**config.mk**
```make
export PLATFORM = sky130hd
export DESIGN_NAME = version_string_streamer
export DESIGN_NICKNAME = d
export VERILOG_FILES = /design/src/rtl/version_string_streamer.sv
export SDC_FILE = /design/constraint.sdc
export NUM_CORES = 1
export LEC_CHECK = 0
export CORE_AREA = 2 2 59 61
export DETAILED_ROUTE_END_ITERATION = 10
export DIE_AREA = 0 0 61 63
export DONT_BUFFER_PORTS = 1
export PLACE_DENSITY = 0.8
export SLEW_MARGIN = 30
export SYNTH_ARGS = -nofsm -noshare
export SYNTH_HDL_FRONTEND = slang
export SYNTH_SLANG_ARGS = --single-unit
```
**constraint.sdc**
```tcl
create_clock -name clk_i -period 4.7 [get_ports clk_i]
set_clock_uncertainty 0.15 [all_clocks]
set_input_delay 0.94 -clock clk_i [delete_from_list [all_inputs] [get_ports clk_i]]
set_output_delay 0.94 -clock clk_i [all_outputs]
set_load 0.05 [all_outputs]
```
**src/rtl/version_string_streamer.sv**
```systemverilog
// rtl/version_string_streamer.sv - bus-master that streams the packed version string as bytes
// Words are read highest index first and emitted MSB byte first; NUL bytes are skipped.

module version_string_streamer #(
  parameter int BaseAddress   = 0,
  parameter int NumWords      = 22,
  parameter int ReadLatency   = 1,
  parameter int AppendCrLf    = 1,
  parameter int address_width = 15,
  parameter int data_width    = 16
) (
  input  logic                     clk_i,
  input  logic                     reset_i,
  input  logic                     start_i,
  output logic                     busy_o,
  output logic                     done_o,
  output logic                     bus_req_o,
  input  logic                     bus_gnt_i,
  output logic [address_width-1:0] bus_addr_o,
  output logic                     bus_rd_wr_o,
  input  logic [data_width-1:0]    bus_data_i,
  output logic [7:0]               tx_data_o,
  output logic                     tx_valid_o,
  input  logic                     tx_ready_i
);

  localparam int Bpw  = data_width / 8;
  localparam int IdxW = (NumWords > 1) ? $clog2(NumWords) : 1;
  localparam int LatW = (ReadLatency > 0) ? $clog2(ReadLatency + 1) : 1;
  localparam int BcW  = (Bpw > 1) ? $clog2(Bpw) : 1;

  typedef enum logic [2:0] {S_IDLE, S_REQ, S_RD, S_EMIT, S_CR, S_LF, S_DONE} state_t;

  state_t                   state_q, state_d;
  logic [IdxW-1:0]          idx_q, idx_d;
  logic [LatW-1:0]          lat_q, lat_d;
  logic [BcW-1:0]           bcnt_q, bcnt_d;
  logic [data_width-1:0]    rest_q, rest_d;
  logic                     busy_q, busy_d;
  logic                     done_q, done_d;
  logic                     req_q, req_d;
  logic [address_width-1:0] addr_q, addr_d;
  logic                     rdwr_q, rdwr_d;
  logic [7:0]               txd_q, txd_d;
  logic                     txv_q, txv_d;

  logic       byte_done;
  logic [7:0] first_byte;

  // A NUL slot (valid low) retires in one cycle just like an accepted byte.
  assign byte_done  = ~txv_q | tx_ready_i;
  assign first_byte = bus_data_i[data_width-1 -: 8];

  always_comb begin
    state_d = state_q;
    idx_d   = idx_q;
    lat_d   = lat_q;
    bcnt_d  = bcnt_q;
    rest_d  = rest_q;
    busy_d  = busy_q;
    done_d  = 1'b0;
    req_d   = req_q;
    addr_d  = addr_q;
    rdwr_d  = rdwr_q;
    txd_d   = txd_q;
    txv_d   = txv_q;
    unique case (state_q)
      S_IDLE: begin
        if (start_i) begin
          state_d = S_REQ;
          idx_d   = IdxW'(NumWords - 1);
          busy_d  = 1'b1;
          req_d   = 1'b1;
        end
      end
      S_REQ: begin
        if (bus_gnt_i) begin
          state_d = S_RD;
          addr_d  = address_width'(BaseAddress) + address_width'(idx_q);
          rdwr_d  = 1'b0;
          lat_d   = '0;
        end
      end
      S_RD: begin
        if (!bus_gnt_i) begin
          state_d = S_REQ;
          rdwr_d  = 1'b1;
        end else if (lat_q == LatW'(ReadLatency)) begin
          state_d = S_EMIT;
          req_d   = 1'b0;
          rdwr_d  = 1'b1;
          bcnt_d  = '0;
          rest_d  = bus_data_i << 8;
          txd_d   = first_byte;
          txv_d   = (first_byte != 8'h00);
        end else begin
          lat_d = lat_q + 1'b1;
        end
      end
      S_EMIT: begin
        if (byte_done) begin
          if (bcnt_q != BcW'(Bpw - 1)) begin
            bcnt_d = bcnt_q + 1'b1;
            rest_d = rest_q << 8;
            txd_d  = rest_q[data_width-1 -: 8];
            txv_d  = (rest_q[data_width-1 -: 8] != 8'h00);
          end else begin
            txv_d = 1'b0;
            if (idx_q != '0) begin
              idx_d   = idx_q - 1'b1;
              state_d = S_REQ;
              req_d   = 1'b1;
            end else if (AppendCrLf != 0) begin
              state_d = S_CR;
              txd_d   = 8'h0D;
              txv_d   = 1'b1;
            end else begin
              state_d = S_DONE;
              done_d  = 1'b1;
            end
          end
        end
      end
      S_CR: begin
        if (tx_ready_i) begin
          state_d = S_LF;
          txd_d   = 8'h0A;
        end
      end
      S_LF: begin
        if (tx_ready_i) begin
          state_d = S_DONE;
          txv_d   = 1'b0;
          done_d  = 1'b1;
        end
      end
      S_DONE: begin
        state_d = S_IDLE;
        busy_d  = 1'b0;
      end
      default: state_d = S_IDLE;
    endcase
  end

  always_ff @(posedge clk_i) begin
    if (reset_i) begin
      state_q <= S_IDLE;
      idx_q   <= '0;
      lat_q   <= '0;
      bcnt_q  <= '0;
      rest_q  <= '0;
      busy_q  <= 1'b0;
      done_q  <= 1'b0;
      req_q   <= 1'b0;
      addr_q  <= '0;
      rdwr_q  <= 1'b1;
      txd_q   <= 8'h00;
      txv_q   <= 1'b0;
    end else begin
      state_q <= state_d;
      idx_q   <= idx_d;
      lat_q   <= lat_d;
      bcnt_q  <= bcnt_d;
      rest_q  <= rest_d;
      busy_q  <= busy_d;
      done_q  <= done_d;
      req_q   <= req_d;
      addr_q  <= addr_d;
      rdwr_q  <= rdwr_d;
      txd_q   <= txd_d;
      txv_q   <= txv_d;
    end
  end

  assign busy_o      = busy_q;
  assign done_o      = done_q;
  assign bus_req_o   = req_q;
  assign bus_addr_o  = addr_q;
  assign bus_rd_wr_o = rdwr_q;
  assign tx_data_o   = txd_q;
  assign tx_valid_o  = txv_q;

endmodule

```
==> results of run 1 <==
==> state kept, by name, summed over array words and instances, names as in the netlist <==
register     cells
state_q          3
bus_addr_o       5
bcnt_q           1
bus_req_o        1
bus_rd_wr_o      1
busy_o           1
tx_data_o        8
lat_q            1
rest_q           8
done_o           1
idx_q            5
tx_valid_o       1
==> critical path, cell delays in order (launching register included) <==
cell	delay [ns]
dfxtp_1	0.85
inv_2	0.15
nor2_1	0.38
and3_1	0.40
nand3_1	0.12
a21oi_1	0.17
==> power breakdown <==
part           leakage (nW)  switching [W]  total, W  internal, W
sequential            0.292      0.0000529  0.000374     0.000321
clock                0.0316       0.000114  0.000173    0.0000591
combinational         0.402      0.0000898  0.000147    0.0000570
==> cells in the mapped netlist (all sizes together) <==
library cell   n  area share, %
a21oi         37            9.8
dfxtp         36             35
nor2          36            7.9
buf           18            5.7
nand2         17            3.2
nand3         16            3.9
o21ai         11            2.9
mux2i         10            4.9
nand2b         7            2.1
clkbuf         6            2.1
nor2b          6            2.1
nor3           6            1.7
inv            5           0.92
o22ai          4            1.2
a211oi         3            1.6
nor4           3           0.92
a21o           2            1.2
a221oi         2           0.85
a31o           2           0.85
nand3b         2           0.73
nor4b          2            1.2
o31ai          2           0.73
or2b           2           0.79
a2111o         1           0.55
a22oi          1           0.37
a311oi         1           0.43
a32o           1           0.49
a41o           1           0.49
and3           1           0.31
and3b          1           0.43
and4           1           0.55
clkinv         1           0.18
conb           1           0.18
ha             1           0.61
mux2           1           0.55
o21a           1           0.37
o21bai         1           0.37
or2            1           0.31
or4            1           0.37
or4b           1           0.67
xor2           1           0.43
==> metal layers <==
layer  part of all wire [%]  up-vias  track usage (%)
met5                      0        -                0
met4                    1.7        0             9.78
met3                    8.0        9             7.04
met2                     48       69             36.6
met1                     42      766             32.7
li1                       -      856                -
==> area by class of cell <==
class	instances	area, sq um
Inverter	6	22.5
Tap cell	46	57.6
Multi-Input combinational cell	196	1180
Clock buffer	5	37.5
Fill cell	312	1190
Clock inverter	3	21.3
Sequential cell	36	721
==> kinds of logic (layout without fill, tap and decap cells) <==
logic type | after synthesis | after routing | synth area share, %
compound gates | 70 | 70 | 22.1
xor+xnor | 1 | 1 | 0.427
fa+ha+maj | 1 | 1 | 0.610
buf+inv | 30 | 14 | 8.91
flops | 36 | 36 | 35.2
mux | 11 | 11 | 5.43
other cells | 1 | 10 | 0.183
simple gates | 103 | 103 | 27.2
==> path summary, 6_finish.rpt <==
check | start | endpoint | slack, ns | cells after the start
hold reg to reg | rest_q[12]$_SDFFE_PP0P_ | rest_q[12]$_SDFFE_PP0P_ | 0.33 | 2
setup reg to reg | state_q[1]$_SDFFE_PP0P_ | rest_q[11]$_SDFFE_PP0P_ | 2.42 | 5
hold / removal | rest_q[12]$_SDFFE_PP0P_ | rest_q[12]$_SDFFE_PP0P_ | 0.33 | 2
setup / recovery | state_q[1]$_SDFFE_PP0P_ | rest_q[11]$_SDFFE_PP0P_ | 2.42 | 5
==> metrics by stage <==
step / total power, W / hold WS [ns] / area [sq um] / util (%) / setup slack, ns
after global placement: 0.000525 / 0.298 / 1980 / 61.3 / 2.51
after CTS: 0.000698 / 0.327 / 2040 / 63.1 / 2.47
after floorplan: 0.000520 / 0.280 / 2080 / - / 2.64
after detailed placement: 0.000527 / 0.309 / 1980 / 61.3 / 2.47
final: 0.000694 / 0.325 / 2040 / 63.1 / 2.42
after global routing: 0.000732 / 0.354 / 2040 / 63.1 / 2.21
==> run metrics, run 1 <==
num ports=between 40 and 50; net total in the final layout=about 270; total count of max-transition violations in the final report=0; Initial Util=63.4%; number of setup buffers added after CTS=0; HPWL after DPL=3070 um; Die H=63 um; Rel. slew slack=47.0%; TritonCTS clock tree=built; residual overflow from global routing=0; Critical Path Source Type=flop; deepest clock path buffer count=2; final worst path period share=48.5%; worst-margin pin slew=0.795 ns; worst min-delay path category=reg -> reg; DRC errors left=0; first-iteration detailed-routing DRC count=100; number of buffers inserted during clock tree synthesis=5; Skew-Pair Late Insertion Delay=0.36 ns; most frequent cells in the layout=36 x dfxtp_1, 33 x a21oi_1, 33 x nor2_1; synthesized area per cell=8.10 sq um; max-cap viol count=0; leading cell type in the layout, fill and taps excluded=dfxtp_1; crit path time final=2.28 ns; number of optimization iterations in the first detailed-route pass=4; cell count after placement=284; maximum number of pins on one net before global-route repair=38; classification of the worst setup path=reg -> reg; routability congestion estimate from global placement=0.872; vias per inst=5.82; final number of hold-violating endpoints=0; sort of element at the end of the critical path=flop; non-filler instance count after layout=a little under 300; via count=1,700; first-pass GRT wire length=7180 um; share of the yosys chip area belonging to registers=35.2%; layout cells sized above 1=13.0%; worst path required time=just under 5 ns; Cell Area, Synth=2050 sq um; count of mapped cells out of synthesis=approximately 250; number of library cell types mapped by synthesis=between 50 and 60; via count of the first global-routing pass=1,594; number of levels in the clock H-tree=2; Peak Freq=0.439 GHz; die outline area=just under 4000 sq um; number of setup violations in the final report=0; total detailed-routing wirelength=between 4000 and 5000 um; Worst Path Arrival=2.42 ns; count of state elements after synthesis=36; RSZ-0062 raised after global routing=no; antenna diode instance count=0; CTS root buf=clkbuf_4; count of input and output buffers=0; run status=completed; width of the die=61 um; post-CTS resize count=0; Layout area overhead=-0.488%; final setup TNS=0 ns; GRT Resource Usage Total=24.5%; count of hold buffers inserted by post-cts repair=0; count of yosys warnings during synthesis=0; number of sinks driven by the clock tree=36; Core ar.=3230 sq um; PD cells=340 nW/um^2; Lkg Pwr=approximately 0.73 nW; clock transition time at the flip-flop clock pins of the worst setup and hold paths=0.12 ns; Row Count=21; worst IR drop on VDD=0.000225 V; remaining antenna violation count=0; Routed wire per std cell=14.4 um; antenna violations before repair=0; Critical Path Fanout Max=25
Note: power is estimated with default switching activity, not from simulation.
==> inputs of run 2 (changes only) <==
--- a/config.mk
+++ b/config.mk
@@ -5,11 +5,11 @@
 export SDC_FILE = /design/constraint.sdc
 export NUM_CORES = 1
 export LEC_CHECK = 0
-export CORE_AREA = 2 2 59 61
+export CORE_AREA = 2 2 64 66
 export DETAILED_ROUTE_END_ITERATION = 10
-export DIE_AREA = 0 0 61 63
+export DIE_AREA = 0 0 66 68
 export DONT_BUFFER_PORTS = 1
-export PLACE_DENSITY = 0.8
+export PLACE_DENSITY = 0.72
 export SLEW_MARGIN = 30
 export SYNTH_ARGS = -nofsm -noshare
 export SYNTH_HDL_FRONTEND = slang
==> constraint.sdc (replaced) <==
create_clock -name clk_i -period 1.9 [get_ports clk_i]
set_clock_uncertainty 0.15 [all_clocks]
set_input_delay 0.38 -clock clk_i [delete_from_list [all_inputs] [get_ports clk_i]]
set_output_delay 0.38 -clock clk_i [all_outputs]
set_load 0.05 [all_outputs]
==> run 2 against run 1 <==
  * Combinational power increased to 3.3 times the previous value
  * Worst hold slack got worse by 0.31 ns
  * Register-to-register slack got worse by 2.4 ns
  * Sequential share of layout area decreased by 3.8 points
  * Routed wire length increased by 19%
  * Total power increased to 2.8 times the previous value
  * Largest power group unchanged
  * Critical path depth increased by 3
  * Highest routed layer unchanged
  * First-iteration DRC count increased by 9.0%
  * Fmax increased by 22%
  * Via count increased by 8.1%
  * Count of clock-buffer cells in the layout increased by 3
==> run metrics, run 2 (synthesized netlist as in run 1, its figures left out) <==
run status=completed; width of the die=66 um; number of buffers inserted during clock tree synthesis=5; source of the critical timing path=idx_q[1]$_SDFFE_PP0P_; delay of the slowest cell on the worst path=0.51 ns; routability congestion estimate from global placement=0.968; net total in the final layout=289; RSZ-0062 raised after global routing=yes; final worst path period share=98.5%; total net switching power=0.000656 W; most frequent cells in the layout=34 x dfxtp_1, 33 x a21oi_1, 33 x nor2_1; CTS root buf=clkbuf_8; worst min-delay path category=in -> reg; Crit path buffers/inverters=2; Routed wire per std cell=15.7 um; sort of element at the end of the critical path=flop; internal power=roughly 0.0013 W; clock transition time at the flip-flop clock pins of the worst setup and hold paths=0.07 ns; antenna violations before repair=0; power after layout=0.00194 W; first-pass GRT wire length=between 7000 and 8000 um; cell count after placement=302; proportion of total power due to net switching=roughly a third; PD cells=between 800 and 900 nW/um^2; remaining antenna violation count=0; num ports=49; share of total power in sequential cells=around 46%; Core ar.=3860 sq um; Initial Util=53.1%; DRC errors left=0; slowest cell on the critical path=or4b_4; number of setup violations in the final report=0; Peak Freq=0.534 GHz; Critical Path Source Type=flop; number of sinks driven by the clock tree=36; TritonCTS clock tree=built; maximum number of pins on one net before global-route repair=37; number of optimization iterations in the first detailed-route pass=4; Skew-Pair Late Insertion Delay=0.28 ns; portion of total power attributed to combinational logic=between 20% and 30%; leading cell type in the layout, fill and taps excluded=dfxtp_1; classification of the worst setup path=reg -> reg; Row Count=23; Lkg Pwr=roughly 0.86 nW; HPWL after DPL=3360 um; Die H=68 um; number of levels in the clock H-tree=2; total detailed-routing wirelength=4980 um; worst IR drop on VDD=between 0.0005 and 0.0006 V; max-cap viol count=0; worst flop-to-flop path startpoint=idx_q[1]$_SDFFE_PP0P_; antenna diode instance count=0; worst path required time=1.91 ns; residual overflow from global routing=0; cell family contributing the most delay on the critical path=simple AND/OR/NAND/NOR gates; via count=1,837; via count of the first global-routing pass=1,656; Worst Path Arrival=1.88 ns; beginning of the worst hold path=reset_i; crit path time final=1.87 ns; Critical Path Fanout Max=5; count of input and output buffers=0; vias per inst=about 5.8; sequence of cells on the critical path=inv_2 > ha_4 > or4b_4 > nand2_4 > a21oi_4 > buf_4 > o21ai_2 > a21oi_1; Layout area overhead=11.9%; worst-margin pin slew=0.546 ns; first-iteration detailed-routing DRC count=109; deepest clock path buffer count=2; die outline area=4490 sq um; Rel. slew slack=a little under two thirds; non-filler instance count after layout=318; total count of max-transition violations in the final report=0; layout cells sized above 1=around a fifth; power share of the clock group=28.9%; post-layout instance area=2290 sq um; final number of hold-violating endpoints=0; GRT Resource Usage Total=22.3%; placed cell areas=about 2100 sq um
## run 2: cell types whose count changed in the layout (fill, tap and decap cells not counted), moves of 2 or more
cell | before | now
buf_4 | 0 | 18
clkbuf_8 | 0 | 6
clkbuf_4 | 5 | 0
dlygate4sd3_1 | 0 | 4
clkbuf_1 | 0 | 2
dfxtp_1 | 36 | 34
dfxtp_2 | 0 | 2
## run 2: timing repair
item	in CTS	in global routing
endpoints found under the setup margin	0	19
hold buffers	2	2
buffers inserted	0	4
resized for setup	0	9
hold endpoints to repair	2	9
## run 2: through the flow
step / utilization [%] / hold WS (ns) / setup slack, ns / TNS [ns]
finish: 59.5 / 0.0106 / 0.0283 / 0
global route: 59.5 / -0.000295 / -0.0464 / -0.194
CTS: 57.1 / 0.00100 / 0.00521 / 0
detailed placement: 54.2 / 0.301 / 0.0225 / 0
global placement: 54.2 / 0.294 / 0.0852 / 0
floorplan: - / 0.280 / 0.000673 / 0
## run 2: cell type report
cell class / count / area, sq um
flip-flops and latches: 36 / 723
repair buffers: 22 / 175
inverters: 6 / 22.5
fillers: 376 / 1560
multi-input cells: 196 / 1220
well taps: 50 / 62.6
clock buffers: 8 / 90.1
## run 2: power groups by stage
stage,Sequential (W),Clock [W],Combinational [W]
final,0.000899,0.000560,0.000482
after floorplan,0.000898,0,0.000389
after CTS,0.000897,0.000576,0.000443
after detailed placement,0.000914,0,0.000435
after global placement,0.000913,0,0.000430
after global routing,0.000906,0.000601,0.000530
## run 2: path summary, 6_finish.rpt
| path | cells past startpoint | to | slack [ns] |
|---|---|---|---|
| min | 1 | tx_data_o[5]$_SDFFE_PP0P_ | 0.01 |
| min reg2reg | 2 | rest_q[10]$_SDFFE_PP0P_ | 0.31 |
| max reg2reg | 8 | tx_data_o[7]$_SDFFE_PP0P_ | 0.03 |
| max | 8 | tx_data_o[7]$_SDFFE_PP0P_ | 0.03 |
## run 2: routing by layer
metal	vias to the layer above	global-route usage [%]	wire, um
li1	904	-	-
met1	855	27.7	2100
met2	70	35.7	2440
met3	8	7.07	333
met4	0	9.44	103
met5	-	0	0
==> inputs of run 3 (changes only) <==
--- a/config.mk
+++ b/config.mk
@@ -5,11 +5,10 @@
 export SDC_FILE = /design/constraint.sdc
 export NUM_CORES = 1
 export LEC_CHECK = 0
-export CORE_AREA = 2 2 64 66
+export CORE_AREA = 2 2 75 77
 export DETAILED_ROUTE_END_ITERATION = 10
-export DIE_AREA = 0 0 66 68
+export DIE_AREA = 0 0 77 79
 export DONT_BUFFER_PORTS = 1
-export PLACE_DENSITY = 0.72
 export SLEW_MARGIN = 30
 export SYNTH_ARGS = -nofsm -noshare
 export SYNTH_HDL_FRONTEND = slang
==> run 3 against run 2 <==
  * Critical path depth down 1
  * Total power is essentially flat
  * Die area grew 36%
  * Combinational power shrank 3%
  * Routed wire length increased by 4.2%
  * Core utilization fell by 17 points
  * Clock power up 3%
  * Global-route usage fell by 4.5 points
  * Critical path type unchanged
  * Register-to-register slack lost 0.02 ns
  * First-iteration DRC count did not move
  * Highest routed layer unchanged
  * Non-clock buffer count decreased by 4
==> run metrics, run 3 (synthesized netlist as in run 1, its figures left out) <==
power share of the clock group=29.6%; Peak Freq=approximately 0.53 GHz; CTS root buf=clkbuf_8; worst path required time=1.91 ns; first-pass GRT wire length=8650 um; placed cell areas=approximately 2100 sq um; final setup TNS=0 ns; HPWL after DPL=3620 um; Die H=roughly 80 um; sort of element at the end of the critical path=flop; remaining antenna violation count=0; sequence of cells on the critical path=inv_2 > ha_4 > or4b_4 > a41o_1 > o21a_1 > nor2_1 > a311oi_1; via count=1,809; DRC errors left=0; internal power=between 0.001 and 0.0015 W; delay of the slowest cell on the worst path=0.49 ns; worst reg-to-reg setup slack=about 0.0096 ns; net total in the final layout=285; slowest cell on the critical path=or4b_4; portion of total power attributed to combinational logic=24.1%; Critical Path Source Type=flop; TritonCTS clock tree=built; vias per inst=~5.4; most frequent cells in the layout=34 x dfxtp_1, 33 x a21oi_1, 33 x nor2_1; residual overflow from global routing=0; width of the die=77 um; die outline area=between 6000 and 7000 sq um; Initial Util=between 30% and 40%; routability congestion estimate from global placement=0.821; total count of max-transition violations in the final report=0; num ports=just under 50; share of total power in sequential cells=between 40% and 50%; Routed wire per std cell=about 15 um; total detailed-routing wirelength=5190 um; maximum number of pins on one net before global-route repair=28; count of input and output buffers=0; depth of the worst register-to-register path=7; post-layout instance area=between 2000 and 2500 sq um; proportion of total power due to net switching=34.4%; number of setup violations in the final report=0; max-cap viol count=0; first-iteration detailed-routing DRC count=about 110; total net switching power=0.000667 W; Layout area overhead=10.4%; PD cells=between 800 and 900 nW/um^2; beginning of the worst hold path=reset_i; number of buffers inserted during clock tree synthesis=5; deepest clock path buffer count=2; Crit path buffers/inverters=1; leading cell type in the layout, fill and taps excluded=dfxtp_1; crit path time final=1.89 ns; Worst Hold End=idx_q[0]$_SDFFE_PP0P_; Critical Path Fanout Max=5; GRT Resource Usage Total=17.8%; Worst Hold Depth=1; run status=completed; Core ar.=5340 sq um; worst IR drop on VDD=approximately 0.00046 V; worst flop-to-flop path startpoint=idx_q[1]$_SDFFE_PP0P_; final number of hold-violating endpoints=0; RSZ-0062 raised after global routing=yes; worst-margin pin slew=roughly 0.57 ns; Skew-Pair Late Insertion Delay=~0.30 ns; Worst Path Arrival=1.90 ns; number of sinks driven by the clock tree=36; final hold slack=0.00238 ns; logic depth of the worst setup path including buffers=7; Rel. slew slack=between 60 and 70%; classification of the worst setup path=reg -> reg; via count of the first global-routing pass=between 1,500 and 2,000; cell family contributing the most delay on the critical path=simple AND/OR/NAND/NOR gates; final worst path period share=between 90% and 100%; end of the worst register-to-register path=idx_q[2]$_SDFFE_PP0P_; power after layout=0.00194 W; antenna diode instance count=0; antenna violations before repair=0; clock transition time at the flip-flop clock pins of the worst setup and hold paths=~0.070 ns; number of optimization iterations in the first detailed-route pass=4; layout cells sized above 1=approximately a fifth; worst min-delay path category=in -> reg; number of levels in the clock H-tree=2; Row Count=27; Lkg Pwr=0.832 nW
[run 3: layer usage]
metal	track usage, %	up-vias	part of all wire [%]
met2	29.0	56	46
met5	0	-	0
met3	4.89	11	6.2
met4	6.25	0	1.8
met1	22.7	848	46
li1	-	894	-
[run 3: what timing repair did]
action,4_1_cts,5_1_grt
hold buffers,2,0
setup buffers,0,1
resized for setup,0,8
setup endpoints to repair,0,18
endpoints found under the hold margin,27,0
[run 3: worst max-delay path by stage]
stage	from	end
6_report	idx_q[1]$_SDFFE_PP0P_	idx_q[2]$_SDFFE_PP0P_
5_1_grt	idx_q[1]$_SDFFE_PP0P_	idx_q[2]$_SDFFE_PP0P_
4_1_cts	idx_q[1]$_SDFFE_PP0P_	tx_data_o[2]$_SDFFE_PP0P_
3_5_place_dp	idx_q[1]$_SDFFE_PP0P_	idx_q[2]$_SDFFE_PP0P_
3_3_place_gp	idx_q[1]$_SDFFE_PP0P_	idx_q[2]$_SDFFE_PP0P_
2_1_floorplan	tx_valid_o$_SDFFE_PP0P_	tx_data_o[3]$_SDFFE_PP0P_
[run 3: power groups by stage]
stage | Clock, W | Combinational, W | Sequential [W]
floorplan | 0 | 0.000389 | 0.000898
global placement | 0 | 0.000438 | 0.000913
detailed placement | 0 | 0.000441 | 0.000914
CTS | 0.000586 | 0.000456 | 0.000897
global route | 0.000626 | 0.000523 | 0.000905
finish | 0.000574 | 0.000468 | 0.000899
[run 3: worst reg2reg max path, cell delays in order, from the launching register on]
cell and delay (ns):
dfxtp_2 0.34, inv_2 0.07, ha_4 0.13, or4b_4 0.49
a41o_1 0.31, o21a_1 0.12, nor2_1 0.09, a311oi_1 0.06
[run 3: cell type report]
cell class	instances	area [sq um]
Fill cell	584	3080
Tap cell	72	90.1
Inverter	6	22.5
Clock buffer	8	90.1
Multi-Input combinational cell	196	1200
Timing Repair Buffer	18	135
Sequential cell	36	723
[run 3: stage by stage]
step	instances	util, %	setup slack [ns]
after global routing	336	42.4	-0.0567
after floorplan	262	-	0.000673
after detailed placement	325	39.8	0.0426
after global placement	325	39.8	0.0707
final	336	42.4	0.00959
after CTS	335	41.9	0.0149
